==> src/rtl/instr_fetch_unit.sv <==
// Fetch stage: holds the PC, probes the I-cache, refills on miss from memory and hands words
// to the decoder over valid/ready. Optional static JAL prediction under IFETCH_JAL_PREDICT_EN.
module instr_fetch_unit #(
  parameter logic [31:0] RESET_PC = 32'h0
) (
  input  logic        clk_in,
  input  logic        rst_in,
  input  logic        rdy_in,
  input  logic        flush,
  input  logic [31:0] flush_pc,
  output logic [31:0] icache_addr,
  input  logic        icache_hit,
  input  logic [31:0] icache_result,
  output logic        icache_wr,
  output logic [31:0] icache_value,
  output logic        mem_req,
  output logic [31:0] mem_addr,
  input  logic        mem_done,
  input  logic [31:0] mem_data,
  output logic        inst_valid,
  input  logic        inst_ready,
  output logic [31:0] inst,
  output logic [31:0] inst_pc,
  output logic        inst_pred_taken
);

  typedef enum logic {Fetch, Miss} state_e;

  state_e      state;
  logic [31:0] pc;
  logic [31:0] miss_addr;
  logic        discard;
  logic        fill_pending;

  logic        slot_free;
  logic [31:0] dlv_word;
  logic [31:0] dlv_pc;
  logic [31:0] next_pc;
  logic        dlv_jal;

  assign icache_addr = (state == Miss) ? miss_addr : pc;
  // A frozen pipeline must never write the cache, even mid-fill.
  assign icache_wr   = fill_pending & rdy_in;
  assign slot_free   = !inst_valid || inst_ready;
  assign dlv_word    = (state == Miss) ? mem_data : icache_result;
  assign dlv_pc      = (state == Miss) ? miss_addr : pc;

`ifdef IFETCH_JAL_PREDICT_EN
  logic [31:0] jal_imm;
  assign dlv_jal = (dlv_word[6:0] == 7'b1101111);
  assign jal_imm = {{11{dlv_word[31]}}, dlv_word[31], dlv_word[19:12], dlv_word[20],
                    dlv_word[30:21], 1'b0};
  assign next_pc = dlv_jal ? (dlv_pc + jal_imm) : (dlv_pc + 32'd4);
`else
  assign dlv_jal = 1'b0;
  assign next_pc = dlv_pc + 32'd4;
`endif

  always_ff @(posedge clk_in or posedge rst_in) begin
    if (rst_in) begin
      state           <= Fetch;
      pc              <= RESET_PC;
      miss_addr       <= 32'h0;
      discard         <= 1'b0;
      fill_pending    <= 1'b0;
      icache_value    <= 32'h0;
      mem_req         <= 1'b0;
      mem_addr        <= 32'h0;
      inst_valid      <= 1'b0;
      inst            <= 32'h0;
      inst_pc         <= 32'h0;
      inst_pred_taken <= 1'b0;
    end else if (rdy_in) begin
      if (inst_valid && inst_ready) begin
        inst_valid <= 1'b0;
      end
      unique case (state)
        Fetch: begin
          if (!flush && slot_free) begin
            if (icache_hit) begin
              inst            <= dlv_word;
              inst_pc         <= dlv_pc;
              inst_pred_taken <= dlv_jal;
              inst_valid      <= 1'b1;
              pc              <= next_pc;
            end else begin
              miss_addr <= pc;
              mem_addr  <= pc;
              mem_req   <= 1'b1;
              state     <= Miss;
            end
          end
        end
        Miss: begin
          if (fill_pending) begin
            fill_pending <= 1'b0;
            state        <= Fetch;
          end else if (mem_done) begin
            mem_req      <= 1'b0;
            fill_pending <= 1'b1;
            icache_value <= mem_data;
            discard      <= 1'b0;
            // Word always lands in the cache; a busy slot just means it is re-fetched as a hit.
            if (!flush && !discard && slot_free) begin
              inst            <= dlv_word;
              inst_pc         <= dlv_pc;
              inst_pred_taken <= dlv_jal;
              inst_valid      <= 1'b1;
              pc              <= next_pc;
            end
          end else if (flush) begin
            discard <= 1'b1;
          end
        end
        default: state <= Fetch;
      endcase
      if (flush) begin
        pc         <= flush_pc;
        inst_valid <= 1'b0;
      end
    end
  end

endmodule

==> config.mk <==
export PLATFORM = sky130hd
export DESIGN_NAME = instr_fetch_unit
export DESIGN_NICKNAME = d
export VERILOG_FILES = /design/src/rtl/instr_fetch_unit.sv
export SDC_FILE = /design/constraint.sdc
export NUM_CORES = 1
export LEC_CHECK = 0
export BUFFER_PORTS_ARGS = -buffer_cell sky130_fd_sc_hd__buf_2
export CAP_MARGIN = 40
export CELL_PAD_IN_SITES_DETAIL_PLACEMENT = 1
export CELL_PAD_IN_SITES_GLOBAL_PLACEMENT = 1
export CORE_ASPECT_RATIO = 1.1
export CORE_UTILIZATION = 40
export CTS_CLUSTER_DIAMETER = 30
export DETAILED_ROUTE_END_ITERATION = 10
export GPL_TIMING_DRIVEN = 0
export PLACE_DENSITY_LB_ADDON = 0.1
export SYNTH_ARGS = -nofsm -noshare
export SYNTH_HDL_FRONTEND = slang
export SYNTH_SLANG_ARGS = --single-unit
==> constraint.sdc <==
create_clock -name clk_in -period 11.4 [get_ports clk_in]
set_clock_uncertainty 0.2 [all_clocks]
set_input_delay 0.57 -clock clk_in [delete_from_list [all_inputs] [get_ports clk_in]]
set_output_delay 0.57 -clock clk_in [all_outputs]
set_load 0.01 [all_outputs]
### Yosys cells after proc, flatten, opt, wreduce, memory -nomap -nowiden

Index checks and enable logic that the tools add are counted.

| cells by class | value |
|---|---|
| $add $sub $neg | 1 |
| $mul | 0 |
| div/mod/pow operators | 0 |
| order comparisons | 0 |
| eq/ne operators | 11 |
| shift operators | 0 |
| muxes and demuxes | 48 |
| bitwise operators | 4 |
| reductions and logical operators | 16 |

Operators with widths:

| kind | count |
|---|---|
| $mux W32 | 18 |
| $pmux W32 S2 | 3 |
| $add A32 B3 Y32 const B | 1 |
| $mux W1 | 23 |
| $ne A3 B3 Y1 const B | 4 |
| $reduce_and A4 Y1 | 3 |
| $reduce_and A6 Y1 | 2 |
| $ne A2 B2 Y1 const B | 5 |
| $pmux W1 S2 | 4 |
| $reduce_and A5 Y1 | 1 |
| $logic_and A1 B1 Y1 | 4 |
| $logic_not A1 Y1 | 3 |
| $ne A3 B2 Y1 const B | 1 |
| $not A1 Y1 | 3 |
| $ne A2 B1 Y1 const B | 1 |
| $reduce_and A2 Y1 | 1 |
| $reduce_bool A2 Y1 | 1 |
| $and A1 B1 Y1 | 1 |
| $logic_or A1 B1 Y1 | 1 |

| word-level totals | value |
|---|---|
| register bits after elaboration | 166 |
| bits in latches | 0 |
| memory bits (writable) | 0 |
| ROM bits | 0 |
| output and inout port bits | 164 |
| word-level logic and storage cells | 91 |
| memories kept | 0 |

### Depth between registers and ports, before layout

| depth | value |
|---|---|
| depth in word-level cells | 8 |
| mapped depth | 12 |

### Worst setup path after synthesis

OpenSTA, ideal clock, no wires.

| path | value |
|---|---|
| kind | reg-to-reg |
| start point | reg state |
| end point | reg pc[16] |
| library setup time | 0.125 ns |
| data arrival time | 2.541 ns |
| data required time | 11.075 ns |
| path slack | 8.534 ns |
| stages on the path, launching flop included | 13 |
| path buffers | 4 |
| period minus slack after synthesis | 2.866 ns |
| path through | dfrtp_1 -> buf_4 -> buf_2 -> buf_2 -> buf_2 -> mux2_2 -> ha_1 -> inv_1 -> a211oi_2 -> nand4_1 -> xnor2_1 -> o21ai_1 -> mux2_2 |

| between the ends | value |
|---|---|
| cells in the longest elaborated chain, start to end | 7 |

Ends and longest elaborated chain:

| item | line | RTL |
|---|---|---|
| from (decl) | 29 | `state_e state;` |
| from (signal assigned) | 61 | `state <= Fetch;` |
| from (signal assigned) | 90 | `state <= Miss;` |
| from (signal assigned) | 97 | `state <= Fetch;` |
| $mux W32 * | n/a |  |
| named net icache_addr[3] | 11 | `output logic [31:0] icache_addr,` |
| $add A32 B3 Y32 * | 56 | `assign next_pc = dlv_pc + 32'd4;` |
| $mux W32 | 104 | `if (!flush && !discard && slot_free) begin` |
| $mux W32 | 98 | `end else if (mem_done) begin` |
| $mux W32 | 95 | `if (fill_pending) begin` |
| $pmux W32 S2 * | 77 | `unique case (state)` |
| $mux W32 * | 117 | `if (flush) begin` |
| to (signal assigned) | 85 | `pc <= next_pc;` |
| to (signal assigned) | 109 | `pc <= next_pc;` |
| to (signal assigned) | 118 | `pc <= flush_pc;` |
| to (decl) | 30 | `logic [31:0] pc;` |

Mark *: on every way through the listed nets, which the timed path passes. The rest lies on a longest branch. The select of a mux whose other input is x is not followed.
A chain may end at the register's enable or synchronous reset.

### Worst setup path after layout

| path | value |
|---|---|
| start point | reg state |
| end point | reg pc[26] |

| between the ends | value |
|---|---|
| cells in the longest elaborated chain, start to end | 7 |

Ends and longest elaborated chain:

| item | line | RTL |
|---|---|---|
| $mux W32 | 46 | `assign dlv_pc = (state == Miss) ? miss_addr : pc;` |
| $add A32 B3 Y32 | 56 |  |
| $mux W32 | 104 |  |
| $mux W32 | 98 |  |
| $mux W32 | 95 |  |
| $pmux W32 S2 | 77 |  |
| $mux W32 | 117 |  |

Several ways; a longest one is shown, not always the timed one. The select of a mux whose other input is x is not followed.

==> results_dict.tcl <==
set metrics [dict create \
    end_kind "register" \
    ctsResizeCount 0 \
    relSlewSlack_pct 41.64 \
    hpwl_mm 20.55 \
    via_per_inst 5.310 \
    syn_inst 759 \
    ys_async_sr_fraction_pct 100.0 \
    finalPower_mw 2.885 \
    post-synth-top-area-cell "dfrtp_1" \
    worst-setup-path-type "reg2reg" \
    worstSetupStartpointType "register" \
    clk_pin_slew_ns 0.06 \
    wl_per_cell_um 21.04 \
    rows 53 \
    overflow 0 \
    timing.final.ws_setup_ns 7.407 \
    clkSinkCount 165 \
    period_share_pct 35.03 \
    placedCellCount 1272 \
    fill_cells 2274 \
    synth-edff-count 0 \
    drtPass1Iterations 4 \
    synth_nets 863 \
    hp-class "in2reg" \
    cp_cell_sequence "buf_4 > buf_2 > buf_2 > buf_2 > mux2_2 > ha_1 > inv_1 > a21oi_1 > nand4_1 > nand3b_1 > xnor2_1 > o21ai_1" \
    synth_flop_cell "dfrtp_1" \
    hold_end "discard$_DFFE_PP0P_" \
    cts_buffer_depth 2 \
    initial_core_util_pct 41.07 \
    drc 0 \
    grt_pass1_wl_mm 42.32 \
    nNetsFinal 1149 \
    area_delta_synth_final_pct 28.93 \
    yosys_warnings 0 \
    path_buf_inv 5 \
    p_leak_nw 5.194 \
    antenna_left 0 \
    rr_startpoint "state$_DFFE_PP0P_" \
    rr_worst_depth 12 \
    synth_area_per_cell_um2 10.37 \
    ys_seq_elements 165 \
    die_area_um2 20240 \
    io_buffers 264 \
    crit_slowest_cell "buf_2" \
    fin_tns_setup_ns 0 \
    cts_made_buffers 17 \
    fin_hold_ws_ns 0.1529 \
    ys_seq_area_share_pct 52.46 \
    max_freq_mhz 250.4 \
    holdBufCountCts 1 \
    layout-drive-gt1-share_pct 33.36 \
    antenna_found_initial 2 \
    holdPathStages 2 \
    place_ws_ns 7.507 \
    worst_ep_required_time_ns 11.49 \
    grt_pass1_vias 7298 \
    final_cell_mix "buf_2, dfrtp_1, nand2_1, o21ai_1, mux2i_1" \
    grt_max_degree 100 \
    tightest_slew_ns 0.8695 \
    yosysTopAreaCellShare_pct 52.46 \
    io_pins 267 \
    grt_usage_pct 28.14 \
    fin_util_pct 52.95 \
    cp.arrival_ns 4.08 \
    max_cap_violations 0 \
    crit_path_frequent_cell "buf_2" \
    period_needed_ns 3.993 \
    clockRootBuffer "clkbuf_16" \
    slew_violations 0 \
    worst-path-max-fanout 10 \
    post_cts.repair.setup_buffers 0 \
    syn_area_um2 7870 \
    finalSetupViolations 0 \
    drtIter0Drc 323 \
    hp-start "mem_done" \
    final_cells 1306 \
    core_um2 19160 \
    status "finished, final reports clean" \
    power.density_nw_per_um2 284.3 \
    cts_max_level 4 \
    finalInstanceArea_um2 10150 \
    die_h_um 149.1 \
    gp_congestion 0.8381 \
    routed_wl_mm 27.48 \
    timing.final.hold_violations 0 \
    synthDistinctLibCells 41 \
    netlist_top_cells_area "dfrtp_1, mux2i_1, nand2_1, mux2_1, mux2_2" \
    critPathTopFamily "buffers and inverters" \
    layout_commonest_cell "buf_2" \
    die_width_um 135.7 \
    timing.rr.end "pc[26]$_DFFE_PP0P_" \
    ff2ff_setup_slack_ns 7.41 \
    clkLatencyLatePin_ns 0.43 \
    rsz0062_at_grt "false" \
    dpl_cell_area_um2 9543 \
    vias 6935 \
    slowest_delay_ns 0.43 \
    ir_drop_mv 0.1218 \
    cts_tree "built" \
]
[cell families (layout without fill, tap and decap cells)]
group           count (synthesis)  count (layout)  share of synthesized area, %
simple gates                  213             213                         12.91
flops                         165             165                         52.46
compound gates                149             149                         10.13
mux                           129             129                         17.52
buf+inv                        77             376                         4.102
xor+xnor                       24              24                         2.671
fa+ha+maj                       1               1                        0.1590
other cells                     1               2                       0.04765
[power breakdown]
group / internal [mW] / switching (mW)
Sequential: 0.848 / 0.200
Clock: 0.345 / 0.240
Combinational: 0.519 / 0.733
Total: 1.71 / 1.17
[state kept, by name, summed over array words and instances (netlist names)]
name,count
icache_value,32
inst,32
miss_addr,32
inst_valid,1
state,1
inst_pc,32
pc,32
discard,1
fill_pending,1
mem_req,1
[layout make-up]
class / count / area, um2 / area share, %
flip-flops and latches: 165 / 4129 / 40.69
well taps: 247 / 309.0 / 3.046
clock buffers: 20 / 436.7 / 4.303
plain buffers: 44 / 198.9 / 1.961
multi-input cells: 517 / 3418 / 33.69
inverters: 33 / 131.4 / 1.295
clock inverters: 12 / 155.1 / 1.529
diodes: 1 / 2.502 / 0.02466
repair buffers: 267 / 1366 / 13.46
[how the worst max path moves through the flow]
| stage | startpoint | end | slack (ns) | cells past startpoint |
|---|---|---|---|---|
| floorplan | rst_in | discard$_DFFE_PP0P_ | 6.17 | 1 |
| global placement | rst_in | pc[5]$_DFFE_PP0P_ | 3.96 | 2 |
| detailed placement | state$_DFFE_PP0P_ | pc[26]$_DFFE_PP0P_ | 7.51 | 12 |
| CTS | state$_DFFE_PP0P_ | pc[26]$_DFFE_PP0P_ | 7.45 | 12 |
| global route | state$_DFFE_PP0P_ | pc[22]$_DFFE_PP0P_ | 7.27 | 12 |
| finish | state$_DFFE_PP0P_ | pc[26]$_DFFE_PP0P_ | 7.41 | 12 |
[layer usage]
| metal | global-route usage [%] | vias to the layer above | wire length (um) | part of all wire (%) |
|---|---|---|---|---|
| met2 | 48.34 | 233 | 13940 | 51 |
| met4 | 10.28 | 0 | 544 | 2.0 |
| li1 | - | 3214 | - | - |
| met3 | 4.655 | 34 | 1556 | 5.7 |
| met1 | 35.38 | 3454 | 11430 | 42 |
| met5 | 0 | - | 0 | 0 |
[Yosys cell counts, types with 2 or more instances]
| cell | instances |
|---|---|
| o21ai_1 | 62 |
| a222oi_1 | 2 |
| inv_1 | 33 |
| nand2b_1 | 4 |
| nand3_1 | 19 |
| a31oi_1 | 3 |
| o22ai_1 | 4 |
| nor2_1 | 22 |
| and2_1 | 2 |
| nand4_1 | 11 |
| nand4b_1 | 3 |
| buf_4 | 5 |
| and3_1 | 19 |
| nand4_2 | 2 |
| nor3_1 | 3 |
| nand2_1 | 116 |
| a22oi_1 | 3 |
| clkbuf_1 | 26 |
| a21oi_1 | 35 |
| mux2i_1 | 59 |
| xnor2_1 | 23 |
| o21ai_0 | 34 |
| dfrtp_1 | 165 |
| buf_2 | 12 |
| mux2_1 | 35 |
| nand3b_1 | 7 |
| a211oi_1 | 2 |
| mux2_2 | 35 |
Power figures use the tool's default switching activity.
